`config.mk`:
```
export PLATFORM = sky130hd
export DESIGN_NAME = approx_mult_error_monitor_flat
export DESIGN_NICKNAME = d
export VERILOG_FILES = /design/src/rtl/approx_mult_error_monitor_pkg.sv /design/src/rtl/approx_mult_error_monitor_if.sv /design/src/rtl/approx_mult_error_monitor_ed_calc_stage.sv /design/src/rtl/approx_mult_error_monitor.sv /design/src/flat_wrapper.sv
export SDC_FILE = /design/constraint.sdc
export NUM_CORES = 1
export LEC_CHECK = 0
export CAP_MARGIN = 20
export CORE_AREA = 2 2 189 191
export DETAILED_ROUTE_END_ITERATION = 12
export DIE_AREA = 0 0 191 193
export PLACE_DENSITY = 0.58
export SLEW_MARGIN = 5
export SYNTH_ARGS = -nofsm -noshare
export SYNTH_HDL_FRONTEND = slang
export SYNTH_HIERARCHICAL = 1
export SYNTH_SLANG_ARGS = --single-unit
```
`constraint.sdc`:
```
create_clock -name clk -period 8.5 [get_ports clk]
set_clock_uncertainty 0.2 [all_clocks]
set_input_delay 1.7 -clock clk [delete_from_list [all_inputs] [get_ports clk]]
set_output_delay 1.7 -clock clk [all_outputs]
set_load 0.05 [all_outputs]
```
`src/rtl/approx_mult_error_monitor_pkg.sv`:
```
// approx_mult_pkg: shared widths, FSM state and ED result
// bundle for the approximate-multiplier error monitor.
package approx_mult_pkg;

  localparam int W     = 8;
  localparam int PW    = 2 * W;
  localparam int CNT_W = 17;
  localparam int ACC_W = PW + CNT_W;

  typedef enum logic [1:0] {
    IDLE  = 2'd0,
    RUN   = 2'd1,
    DRAIN = 2'd2,
    DONE  = 2'd3
  } state_e;

  typedef struct packed {
    logic [PW-1:0] prod;
    logic [PW-1:0] ed;
    logic          nz;
  } ed_res_t;

endpackage

```
`src/rtl/approx_mult_error_monitor_if.sv`:
```
// approx_mult_error_monitor_if: operand/product triple
// handshake from the multiplier under test.
interface approx_mult_error_monitor_if;
  import approx_mult_pkg::*;

  logic          in_valid;
  logic          in_ready;
  logic [W-1:0]  x;
  logic [W-1:0]  y;
  logic [PW-1:0] z_approx;

  modport master (
    output in_valid,
    output x,
    output y,
    output z_approx,
    input  in_ready
  );

  modport slave (
    input  in_valid,
    input  x,
    input  y,
    input  z_approx,
    output in_ready
  );

endinterface

```
`src/rtl/approx_mult_error_monitor_ed_calc_stage.sv`:
```
// ed_calc_stage: registered stage computing exact product
// and |x*y - z_approx| with valid and operand pass-through.
module ed_calc_stage
  import approx_mult_pkg::*;
(
  input  logic          clk,
  input  logic          rst_n,
  input  logic          i_valid,
  input  logic [W-1:0]  i_x,
  input  logic [W-1:0]  i_y,
  input  logic [PW-1:0] i_z,
  output logic          o_valid,
  output logic [W-1:0]  o_x,
  output logic [W-1:0]  o_y,
  output ed_res_t       o_res
);

  logic [PW-1:0] w_prod;
  logic [PW-1:0] w_ed;

  logic          r_valid;
  logic [W-1:0]  r_x;
  logic [W-1:0]  r_y;
  ed_res_t       r_res;

  assign w_prod = PW'(i_x) * PW'(i_y);
  assign w_ed   = (i_z > w_prod) ? (i_z - w_prod)
                                 : (w_prod - i_z);

  // capture product and ED for the stats stage
  always_ff @(posedge clk or negedge rst_n) begin
    if (!rst_n) begin
      r_valid <= 1'b0;
      r_x     <= '0;
      r_y     <= '0;
      r_res   <= '0;
    end else begin
      r_valid <= i_valid;
      if (i_valid) begin
        r_x       <= i_x;
        r_y       <= i_y;
        r_res.prod <= w_prod;
        r_res.ed   <= w_ed;
        r_res.nz   <= (w_ed != '0);
      end
    end
  end

  assign o_valid = r_valid;
  assign o_x     = r_x;
  assign o_y     = r_y;
  assign o_res   = r_res;

endmodule

```
`src/rtl/approx_mult_error_monitor.sv`:
```
// approx_mult_error_monitor: accumulates error-distance
// statistics of an approximate multiplier over N samples.
module approx_mult_error_monitor
  import approx_mult_pkg::*;
(
  input  logic             clk,
  input  logic             rst_n,
  input  logic             start,
  input  logic [CNT_W-1:0] num_samples,
  approx_mult_error_monitor_if.slave s_if,
  output logic             busy,
  output logic             done,
  output logic [ACC_W-1:0] sum_ed,
  output logic [PW-1:0]    max_ed,
  output logic [W-1:0]     max_x,
  output logic [W-1:0]     max_y,
  output logic [CNT_W-1:0] err_cnt
);

  state_e           r_state;
  state_e           w_state_nxt;
  logic [CNT_W-1:0] r_target;
  logic [CNT_W-1:0] r_cnt;

  logic             r_s1_valid;
  logic [W-1:0]     r_s1_x;
  logic [W-1:0]     r_s1_y;
  logic [PW-1:0]    r_s1_z;

  logic             w_s2_valid;
  logic [W-1:0]     w_s2_x;
  logic [W-1:0]     w_s2_y;
  ed_res_t          w_s2_res;

  logic [ACC_W-1:0] r_sum;
  logic [PW-1:0]    r_max;
  logic [W-1:0]     r_max_x;
  logic [W-1:0]     r_max_y;
  logic [CNT_W-1:0] r_err;

  logic             w_xfer;
  logic             w_last;
  logic             w_start_ok;
  logic             w_unused;

  assign s_if.in_ready = (r_state == RUN);
  assign w_xfer     = (r_state == RUN) && s_if.in_valid;
  assign w_last     = w_xfer && ((r_cnt + CNT_W'(1)) == r_target);
  assign w_start_ok = start && ((r_state == IDLE) || (r_state == DONE));
  assign w_unused   = ^w_s2_res.prod;

  // next-state selection
  always_comb begin
    w_state_nxt = r_state;
    unique case (r_state)
      IDLE, DONE: begin
        if (start)
          w_state_nxt = (num_samples == '0) ? DONE : RUN;
      end
      RUN: begin
        if (w_last)
          w_state_nxt = DRAIN;
      end
      DRAIN: begin
        if (!r_s1_valid && !w_s2_valid)
          w_state_nxt = DONE;
      end
      default: w_state_nxt = IDLE;
    endcase
  end

  // state, target latch and accepted-sample counter
  always_ff @(posedge clk or negedge rst_n) begin
    if (!rst_n) begin
      r_state  <= IDLE;
      r_target <= '0;
      r_cnt    <= '0;
    end else begin
      r_state <= w_state_nxt;
      if (w_start_ok) begin
        r_target <= num_samples;
        r_cnt    <= '0;
      end else if (w_xfer) begin
        r_cnt <= r_cnt + CNT_W'(1);
      end
    end
  end

  // input register stage
  always_ff @(posedge clk or negedge rst_n) begin
    if (!rst_n) begin
      r_s1_valid <= 1'b0;
      r_s1_x     <= '0;
      r_s1_y     <= '0;
      r_s1_z     <= '0;
    end else begin
      r_s1_valid <= w_xfer;
      if (w_xfer) begin
        r_s1_x <= s_if.x;
        r_s1_y <= s_if.y;
        r_s1_z <= s_if.z_approx;
      end
    end
  end

  ed_calc_stage u_ed (
    .clk     (clk),
    .rst_n   (rst_n),
    .i_valid (r_s1_valid),
    .i_x     (r_s1_x),
    .i_y     (r_s1_y),
    .i_z     (r_s1_z),
    .o_valid (w_s2_valid),
    .o_x     (w_s2_x),
    .o_y     (w_s2_y),
    .o_res   (w_s2_res)
  );

  // statistics: cleared on start, updated per ED result
  always_ff @(posedge clk or negedge rst_n) begin
    if (!rst_n) begin
      r_sum   <= '0;
      r_max   <= '0;
      r_max_x <= '0;
      r_max_y <= '0;
      r_err   <= '0;
    end else if (w_start_ok) begin
      r_sum   <= '0;
      r_max   <= '0;
      r_max_x <= '0;
      r_max_y <= '0;
      r_err   <= '0;
    end else if (w_s2_valid) begin
      r_sum <= r_sum + ACC_W'(w_s2_res.ed);
      r_err <= r_err + CNT_W'(w_s2_res.nz);
      if (w_s2_res.ed > r_max) begin
        r_max   <= w_s2_res.ed;
        r_max_x <= w_s2_x;
        r_max_y <= w_s2_y;
      end
    end
  end

  assign busy    = (r_state == RUN) || (r_state == DRAIN);
  assign done    = (r_state == DONE);
  assign sum_ed  = r_sum;
  assign max_ed  = r_max;
  assign max_x   = r_max_x;
  assign max_y   = r_max_y;
  assign err_cnt = r_err;

endmodule

```
`src/flat_wrapper.sv`:
```
// flat-port wrapper written by rule: the top's interface ports become plain ports
module approx_mult_error_monitor_flat import approx_mult_pkg::*;
  (clk, rst_n, start, num_samples, busy, done, sum_ed, max_ed, max_x, max_y, err_cnt, s_if_in_valid, s_if_x, s_if_y, s_if_z_approx, s_if_in_ready);
  approx_mult_error_monitor_if s_if_i ();
  input  logic clk;
  input  logic rst_n;
  input  logic start;
  input  logic [CNT_W-1:0] num_samples;
  output logic busy;
  output logic done;
  output logic [ACC_W-1:0] sum_ed;
  output logic [PW-1:0] max_ed;
  output logic [W-1:0] max_x;
  output logic [W-1:0] max_y;
  output logic [CNT_W-1:0] err_cnt;
  input wire logic [$bits(s_if_i.in_valid)-1:0] s_if_in_valid;
  input wire logic [$bits(s_if_i.x)-1:0] s_if_x;
  input wire logic [$bits(s_if_i.y)-1:0] s_if_y;
  input wire logic [$bits(s_if_i.z_approx)-1:0] s_if_z_approx;
  output wire logic [$bits(s_if_i.in_ready)-1:0] s_if_in_ready;
  assign s_if_i.in_valid = s_if_in_valid;
  assign s_if_i.x = s_if_x;
  assign s_if_i.y = s_if_y;
  assign s_if_i.z_approx = s_if_z_approx;
  assign s_if_in_ready = s_if_i.in_ready;
  approx_mult_error_monitor u_core (.clk(clk), .rst_n(rst_n), .start(start), .num_samples(num_samples), .s_if(s_if_i), .busy(busy), .done(done), .sum_ed(sum_ed), .max_ed(max_ed), .max_x(max_x), .max_y(max_y), .err_cnt(err_cnt));
endmodule
```
# After elaboration in Yosys (flattened, before gate mapping)
# Index checks and enable logic that the tools add are counted.
[op_classes]
add_sub_neg = 5
multipliers = 1
div = 0
n_lt_le_gt_ge = 2
eq_ne = 7
shift = 0
muxes = 21
n_bitwise = 0
reduce_logical = 17
[ops]
columns = ["op", "n"]
rows = [
  ["17-bit 2-to-1 mux", 4],
  ["33-bit 2-to-1 mux", 2],
  ["16-bit 2-to-1 mux", 4],
  ["8-bit 2-to-1 mux", 6],
  ["33-bit by 16-bit adder with 33-bit output", 1],
  ["16-bit > comparator", 2],
  ["16-bit subtractor", 2],
  ["17-bit by 1-bit adder with 17-bit output", 1],
  ["17-bit by 1-bit adder with 17-bit output, second input constant", 1],
  ["17-bit equality test", 1],
  ["17-bit logical NOT", 1],
  ["8-bit by 8-bit multiplier with 16-bit output", 1],
  ["16-bit nonzero test", 1],
  ["2-bit 2-to-1 mux", 4],
  ["2-bit case mux with 3 select lines", 1],
  ["2-bit nonzero test", 3],
  ["2-bit equality test, second input constant", 2],
  ["1-bit logical AND", 4],
  ["2-bit by 1-bit != test with 1-bit output, second input constant", 2],
  ["3-bit AND reduction", 1],
  ["2-bit by 1-bit equality test with 1-bit output, second input constant", 1],
  ["1-bit logical NOT", 2],
  ["2-bit logical NOT", 1],
  ["1-bit logical OR", 2],
  ["other kinds (3)", 3],
]
[word_totals]
ff_bits = 185
latchBits = 0
mem_bits_rw = 0
romBits = 0
in_bits = 53
output_inout_bits = 85
word_cells = 70
n_memories = 0

# Longest topological paths before layout
# Gate-level depths: netlist (run 1).
[depth]
word_depth = 5
mapped_depth = 30
depth_no_buf = 29

# Modules after synthesis
# The synthesis (run 1) kept the hierarchy.
[modules_own_cells]
columns = ["mod", "n_inst", "cells_each", "area_per_inst_um2", "seq_area_each_um2"]
rows = [
  ["approx_mult_error_monitor", 1, 906, 8237.9, 3778.6],
  ["ed_calc_stage", 1, 589, 5461.5, 1251.2],
]

# Worst setup path before layout (run 1)
# Ideal clock, no wire load.
[synth_timing]
kind = "register to register"
startpoint = "register u_core.r_s1_y[4]"
endpoint = "register u_core.u_ed.r_res, in the netlist u_core/u_ed/o_res[0]"
setup_time_ps = 130
arrival_ps = 6514
required_time_ps = 8170
path_slack_ps = 1656
stages_incl_launch_ff = 31
path_buffers = 1
synth_period_minus_slack_ps = 6844
path_cell_list = "dfrtp_1 and2_1 fa_1 inv_1 fa_1 inv_1 fa_1 inv_1 fa_1 inv_1 ha_1 a21oi_1 o21ai_0 a22oi_1 o21a_1 o21bai_1 a21oi_1 xnor2_1 ha_1 nand4_1 nor4_1 nand2_1 o211a_1 a41oi_2 o21ai_4 buf_12 mux2i_1 xnor2_1 nand4_1 nor4b_2 a31oi_1"
[synth_via]
elab_chain_cells = 4
elab_cells_between_ends = 6
cone_classes = "2 x add/sub; 1 x mul; 1 x order compare; 1 x mux; 1 x reduce/logical"
[synth_rtl]
columns = ["element", "line", "rtl"]
rows = [
  ["start, declared", "approx_mult_error_monitor.sv:27", "logic [W-1:0] r_s1_y;"],
  ["start signal, assigned", "approx_mult_error_monitor.sv:100", "r_s1_y <= s_if.y;"],
  ["8-bit by 8-bit multiplier with 16-bit output (*)", "approx_mult_error_monitor_ed_calc_stage.sv:26", "assign w_prod = PW'(i_x) * PW'(i_y);"],
  ["16-bit subtractor, or another cell as far along", "approx_mult_error_monitor_ed_calc_stage.sv:28", ": (w_prod - i_z);"],
  ["16-bit 2-to-1 mux (*)", "approx_mult_error_monitor_ed_calc_stage.sv:27", "assign w_ed = (i_z > w_prod) ? (i_z - w_prod)"],
  ["16-bit nonzero test (*)", "approx_mult_error_monitor_ed_calc_stage.sv:44", "r_res.nz <= (w_ed != '0);"],
  ["end, declared", "approx_mult_error_monitor_ed_calc_stage.sv:24", "ed_res_t r_res;"],
]
# Mark *: on every way between the ends. The rest lies on a longest branch, timed or not.
# A chain may end at the register's enable or synchronous reset.

# Worst setup path in the final report (run 1)
# Ends and elaborated chain as after synthesis.

==> run_results.csv, run 1 <==
group,metric,value,unit
drt,drtIter0Drc,505,
clock_network,clock_latency,0.45,ns
sta,period_needed,7.58,ns
floorplan,chipHeight,193,um
power_and_ir_drop,p_int,3.16,mW
yosys,synth_area_per_cell,8.98,um^2
clock_network,cts-htree-levels,4,
finish,drive_above_1_share,5.12,%
critical_path,crit_slowest_cell,"fa_1",
floorplan,ios,138,
drt,wl_per_cell,16.2,um
clock_network,cts_hold_buf,0,
power_and_ir_drop,p_comb_share,64.1,%
critical_path,critPathArrivalTime,7.71,ns
finish,final_common_cell,"nand2_1",
power_and_ir_drop,pwr-share-seq,23.1,%
place,placed_area,14900,um^2
outcome,status,"finished, final reports clean",
floorplan,dieArea,36900,um^2
critical_path,critPathLaunchType,"flop",
min_path,holdCritPathClass,"flop to flop",
floorplan,coreArea,35000,um^2
power_and_ir_drop,irDropWorstVdd,0.250,mV
sta,setup_viol,0,
place,dp_slack,0.988,ns
yosys,syn_inst,1461,
clock_network,clock_sinks,185,
place,place_hpwl,24.9,mm
finish,finalInstanceArea,15500,um^2
global_route,grt_start_max_net_pins,115,
floorplan,die_w,191,um
clock_network,clockRootBuffer,"clkbuf_16",
job,max_cap_viol_count,0,
power_and_ir_drop,power_density,411,nW/um^2
drt,viasPerCell,5.13,
global_route,grt_pass1_vias,10400,
global_route,overflow,0,
yosys,ys_warn_count,6,
drt,drt_pass1_iterations,5,
place,io_buffers,137,
floorplan,fp-row-count,69,
sta,tightestPinTransition,0.929,ns
clock_network,numCtsBuffers,17,
clock_network,postCtsSetupBuffers,0,
sta,fmax,132,MHz
place,gp_congestion,0.877,
finish,final_cell_mix,"nand2_1 (273), dfrtp_1 (185), clkdlybuf4s50_1 (136)",
critical_path,end_kind,"flop",
drt,ant_nets,0,
power_and_ir_drop,switching_power,3.20,mW
power_and_ir_drop,power.leakage,7.33,nW
sta,hold_ws,0.302,ns
global_route,grt.total_usage,18.5,%
finish,antenna_cells,0,
global_route,grt_pass1_wl,53.9,mm
clock_network,cts_tree,"built",
critical_path,path_max_fanout,18,
sta,setup_slack,0.921,ns
drt,wl,33.1,mm
drt,drc,0,
sta,fin_crit_sh,89.2,%
finish,area.growth.synth_to_final,18.0,%
drt,via_count,10500,
clock_network,clockBufferDepth,2,
floorplan,start_util,37.5,%
power_and_ir_drop,power.share.clock,12.8,%
global_route,antenna_found_initial,0,
sta,slew_viol_final,0,
yosys,syn_nets,1656,
critical_path,crit_required,8.63,ns
finish,nets,1763,
sta,hold_viol,0,
clock_network,clk_pin_slew,0.07,ns
critical_path,critPathMaxStageDelay,0.54,ns
clock_network,post_cts_resized,0,
yosys,syn_area,13100,um^2
critical_path,critical_path_class,"flop to flop",
power_and_ir_drop,switching_share,50.3,%
critical_path,path_delay_family,"adder cells",
critical_path,critPathBufInv,4,
sta,max_slew_margin,38.1,%
sta,rsz0062_at_grt,"false",
sta,tns,0,ns
[power groups by stage]
stage	sequential (mW)	combinational, mW	clock [mW]
6_report	1.47	4.07	0.814
5_1_grt	1.52	4.48	0.875
4_1_cts	1.48	4.08	0.839
3_5_place_dp	1.49	4.05	0
3_3_place_gp	1.48	4.04	0
2_1_floorplan	2.04	2.36	0
[registers in the layout, indices dropped and copies added, names as in the netlist, 2 cells and up]
signal             flops
u_core/r_cnt          17
u_core/u_ed/o_res     17
u_core/max_y           8
u_core/sum_ed         33
u_core/r_target       17
u_core/u_ed/o_y        8
u_core/r_state         2
u_core/err_cnt        17
u_core/r_s1_y          8
u_core/u_ed/o_x        8
u_core/r_s1_x          8
u_core/max_x           8
u_core/r_s1_z         16
u_core/max_ed         16
[per-layer routing]
layer  wire, um  vias up  track usage [%]
met5          0        -                0
met4        758        0             6.32
met3       1230       38             2.73
met2      15500      217             30.6
met1      15600     5065             24.7
li1           -     5153                -
[area by class of cell]
cell class / count / area (um^2)
Multi-Input combinational cell: 1109 / 7840
Tap cell: 461 / 577
Inverter: 109 / 409
Sequential cell: 185 / 4630
Timing Repair Buffer: 146 / 1440
Clock buffer: 19 / 443
Fill cell: 3451 / 19500
Clock inverter: 13 / 139
[worst min-delay path, stage by stage (launching register included)]
cell and delay [ns]:
dfrtp_1 0.36, nand2_1 0.06, nand2_1 0.06
[final timing paths]
check	start	end	slack, ns	cells past startpoint
max	u_core/r_s1_y[4]$_DFFE_PN0P_	u_core/u_ed/o_res[0]$_DFFE_PN0P_	0.92	29
min	u_core/r_target[16]$_DFFE_PN0P_	u_core/r_target[16]$_DFFE_PN0P_	0.30	2
max reg2reg	u_core/r_s1_y[4]$_DFFE_PN0P_	u_core/u_ed/o_res[0]$_DFFE_PN0P_	0.92	29
min reg2reg	u_core/r_target[16]$_DFFE_PN0P_	u_core/r_target[16]$_DFFE_PN0P_	0.30	2
max in group asynchronous	rst_n	u_core/u_ed/o_res[10]$_DFFE_PN0P_	5.42	2
min in group asynchronous	rst_n	u_core/r_target[11]$_DFFE_PN0P_	1.20	1
[through the flow]
stage / power (mW) / instances / utilization (%)
final: 6.36 / 2042 / 44.3
after global routing: 6.87 / 2042 / 44.3
after floorplan: 4.40 / 1461 / -
after detailed placement: 5.55 / 2010 / 42.6
after CTS: 6.40 / 2042 / 44.3
after global placement: 5.52 / 2010 / 42.6
Note: power is estimated with default switching activity, not from simulation.
==> run 2, diff against run 1 <==
Settings changed: ABC_CLOCK_PERIOD_IN_PS set to 8500.
==> results of run 2 <==
Same layout as run 1: the final DEF is identical, and so are final timing and power.
==> run 3, diff against run 2 <==
Settings changed: ABC_CLOCK_PERIOD_IN_PS 8500 to 7800, CELL_PAD_IN_SITES_DETAIL_PLACEMENT set to 1, CELL_PAD_IN_SITES_GLOBAL_PLACEMENT set to 1, PLACE_DENSITY 0.58 to 0.72, SETUP_SLACK_MARGIN set to 0.3.
Clock period 8.5 ns to 7.8 ns, I/O delays scaled along.
==> run 3 against run 2 <==
Compared with the run above: worst setup slack got worse by 0.31 ns; count of clock-buffer cells in the layout is the same; critical path depth down 3; die area did not move; critical path type unchanged; critical endpoint unchanged; highest routed layer unchanged.
==> run_results.csv, run 3 (synthesis results as in run 1) <==
group,metric,value,unit
power_and_ir_drop,irDropWorstVdd,0.248,mV
global_route,overflow,0,
sta,tightestPinTransition,0.855,ns
drt,via_count,10800,
drt,wl,36.4,mm
global_route,grt.total_usage,20.4,%
place,gp_congestion,0.843,
power_and_ir_drop,p_comb_share,65.0,%
drt,ant_nets,0,
job,max_cap_viol_count,0,
sta,fmax,139,MHz
clock_network,clock_sinks,185,
global_route,antenna_found_initial,0,
critical_path,critPathBufInv,4,
floorplan,coreArea,35000,um^2
power_and_ir_drop,switching_share,50.2,%
place,place_hpwl,27.7,mm
finish,area.growth.synth_to_final,19.6,%
sta,tns,0,ns
place,io_buffers,137,
critical_path,rr_startpoint,"u_core/r_s1_y[7]$_DFFE_PN0P_",
sta,setup_viol,0,
finish,largest_register_ffs,33,
sta,fin_crit_sh,92.2,%
critical_path,end_kind,"flop",
floorplan,chipHeight,193,um
drt,drc,0,
global_route,grt_pass1_vias,11500,
critical_path,path_delay_family,"adder cells",
drt,drt_pass1_iterations,4,
critical_path,crit_required,7.93,ns
sta,rsz0062_at_grt,"false",
power_and_ir_drop,switching_power,3.57,mW
floorplan,dieArea,36900,um^2
global_route,grt_pass1_wl,59.5,mm
power_and_ir_drop,power.leakage,7.42,nW
min_path,hold_depth,2,
critical_path,path_max_fanout,9,
critical_path,critical_path_class,"flop to flop",
clock_network,cts_tree,"built",
clock_network,numCtsBuffers,17,
finish,final_common_cell,"nand2_1",
floorplan,fp-row-count,69,
outcome,status,"finished, final reports clean",
finish,fillers,4081,
finish,final_cell_mix,"nand2_1 (273), dfrtp_1 (177), clkdlybuf4s50_1 (136)",
critical_path,r2r_cells,26,
critical_path,critPathMaxStageDelay,0.54,ns
global_route,grt_start_max_net_pins,86,
floorplan,start_util,37.5,%
clock_network,clk_pin_slew,0.07,ns
critical_path,critPathArrivalTime,7.32,ns
finish,drive_above_1_share,7.36,%
sta,max_slew_margin,43.0,%
clock_network,clockBufferDepth,2,
clock_network,clock_latency,0.45,ns
power_and_ir_drop,power.share.clock,12.3,%
sta,hold_viol,0,
floorplan,die_w,191,um
drt,drtIter0Drc,394,
finish,final_core_util,44.9,%
power_and_ir_drop,p_int,3.55,mW
clock_network,cts-htree-levels,4,
critical_path,r2r_end,"u_core/u_ed/o_res[0]$_DFFE_PN0P_",
sta,period_needed,7.19,ns
drt,viasPerCell,5.24,
min_path,holdPathEnd,"u_core/r_s1_y[2]$_DFFE_PN0P_",
finish,nets,1786,
critical_path,critPathLaunchType,"flop",
critical_path,worst-r2r-setup-slack,0.61,ns
critical_path,crit_slowest_cell,"fa_1",
min_path,hp-start,"u_core/r_s1_y[2]$_DFFE_PN0P_",
drt,wl_per_cell,17.6,um
power_and_ir_drop,power_density,453,nW/um^2
critical_path,path_common_cell,"fa_1",
finish,antenna_cells,0,
sta,slew_viol_final,0,
min_path,holdCritPathClass,"flop to flop",
floorplan,ios,138,
power_and_ir_drop,pwr-share-seq,22.7,%
clock_network,clockRootBuffer,"clkbuf_16",
run 3: cell count changes in the layout (fill, tap and decap cells not counted), moves of 3 or more:
cell,previous run,this run
dfrtp_1,185,177
dfrtp_2,0,8
clkinvlp_4,1,4
buf_4,9,30
run 3: power groups by stage:
| stage | Combinational, mW | Clock, mW | Sequential, mW |
|---|---|---|---|
| 6_report | 4.63 | 0.876 | 1.61 |
| 3_3_place_gp | 4.39 | 0 | 1.62 |
| 5_1_grt | 5.06 | 0.942 | 1.66 |
| 3_5_place_dp | 4.49 | 0 | 1.64 |
| 2_1_floorplan | 2.57 | 0 | 2.23 |
| 4_1_cts | 4.56 | 0.905 | 1.62 |
run 3: per-layer routing:
| metal | global-route usage, % | wire, um | up-vias |
|---|---|---|---|
| li1 | - | - | 5192 |
| met1 | 26.1 | 16500 | 5439 |
| met2 | 35.9 | 18200 | 150 |
| met3 | 2.71 | 1030 | 36 |
| met4 | 5.84 | 685 | 0 |
| met5 | 0 | 0 | - |
run 3: worst max path at each step:
stage,start,cells after the start,end,slack [ns]
finish,u_core/r_s1_y[7]$_DFFE_PN0P_,26,u_core/u_ed/o_res[0]$_DFFE_PN0P_,0.61
global route,u_core/r_s1_y[7]$_DFFE_PN0P_,28,u_core/u_ed/o_res[0]$_DFFE_PN0P_,0.29
CTS,u_core/r_s1_x[3]$_DFFE_PN0P_,29,u_core/u_ed/o_res[0]$_DFFE_PN0P_,0.30
detailed placement,u_core/r_s1_x[3]$_DFFE_PN0P_,29,u_core/u_ed/o_res[0]$_DFFE_PN0P_,0.21
global placement,u_core/r_s1_x[3]$_DFFE_PN0P_,29,u_core/u_ed/o_res[0]$_DFFE_PN0P_,0.47
floorplan,u_core/r_s1_y[4]$_DFFE_PN0P_,30,u_core/u_ed/o_res[0]$_DFFE_PN0P_,0.98
run 3: final cells by class:
class                           instances  area [um^2]  area share [%]
Timing Repair Buffer                  168         1610            10.2
Clock buffer                           19          433            2.76
Inverter                              109          409            2.61
Multi-Input combinational cell       1110         7900            50.3
Clock inverter                         13          144           0.916
Sequential cell                       185         4640            29.5
Tap cell                              461          577            3.67
run 3: worst min-delay path, cell delays in order, from the launching register on:
cell and delay, ns:
dfrtp_2 0.37, nand2_1 0.05, nand2_1 0.05
run 3: timing repair:
item                                    4_1_cts  5_1_grt
gates resized for setup                       3       14
hold buffers                                  0        0
buffers inserted                              4       11
endpoints found under the setup margin        1       14
pin swaps                                     1        6
cloned                                        1        0
run 3: through the flow:
stage | worst slack [ns] | power (mW) | std cells | hold slack (ns) | area [um^2]
floorplan | 0.977 | 4.80 | 1461 | 0.198 | 13100
CTS | 0.304 | 7.09 | 2054 | 0.309 | 15600
global route | 0.286 | 7.66 | 2065 | 0.319 | 15700
global placement | 0.469 | 6.01 | 2017 | 0.290 | 15000
detailed placement | 0.212 | 6.13 | 2017 | 0.291 | 15000
finish | 0.609 | 7.12 | 2065 | 0.304 | 15700
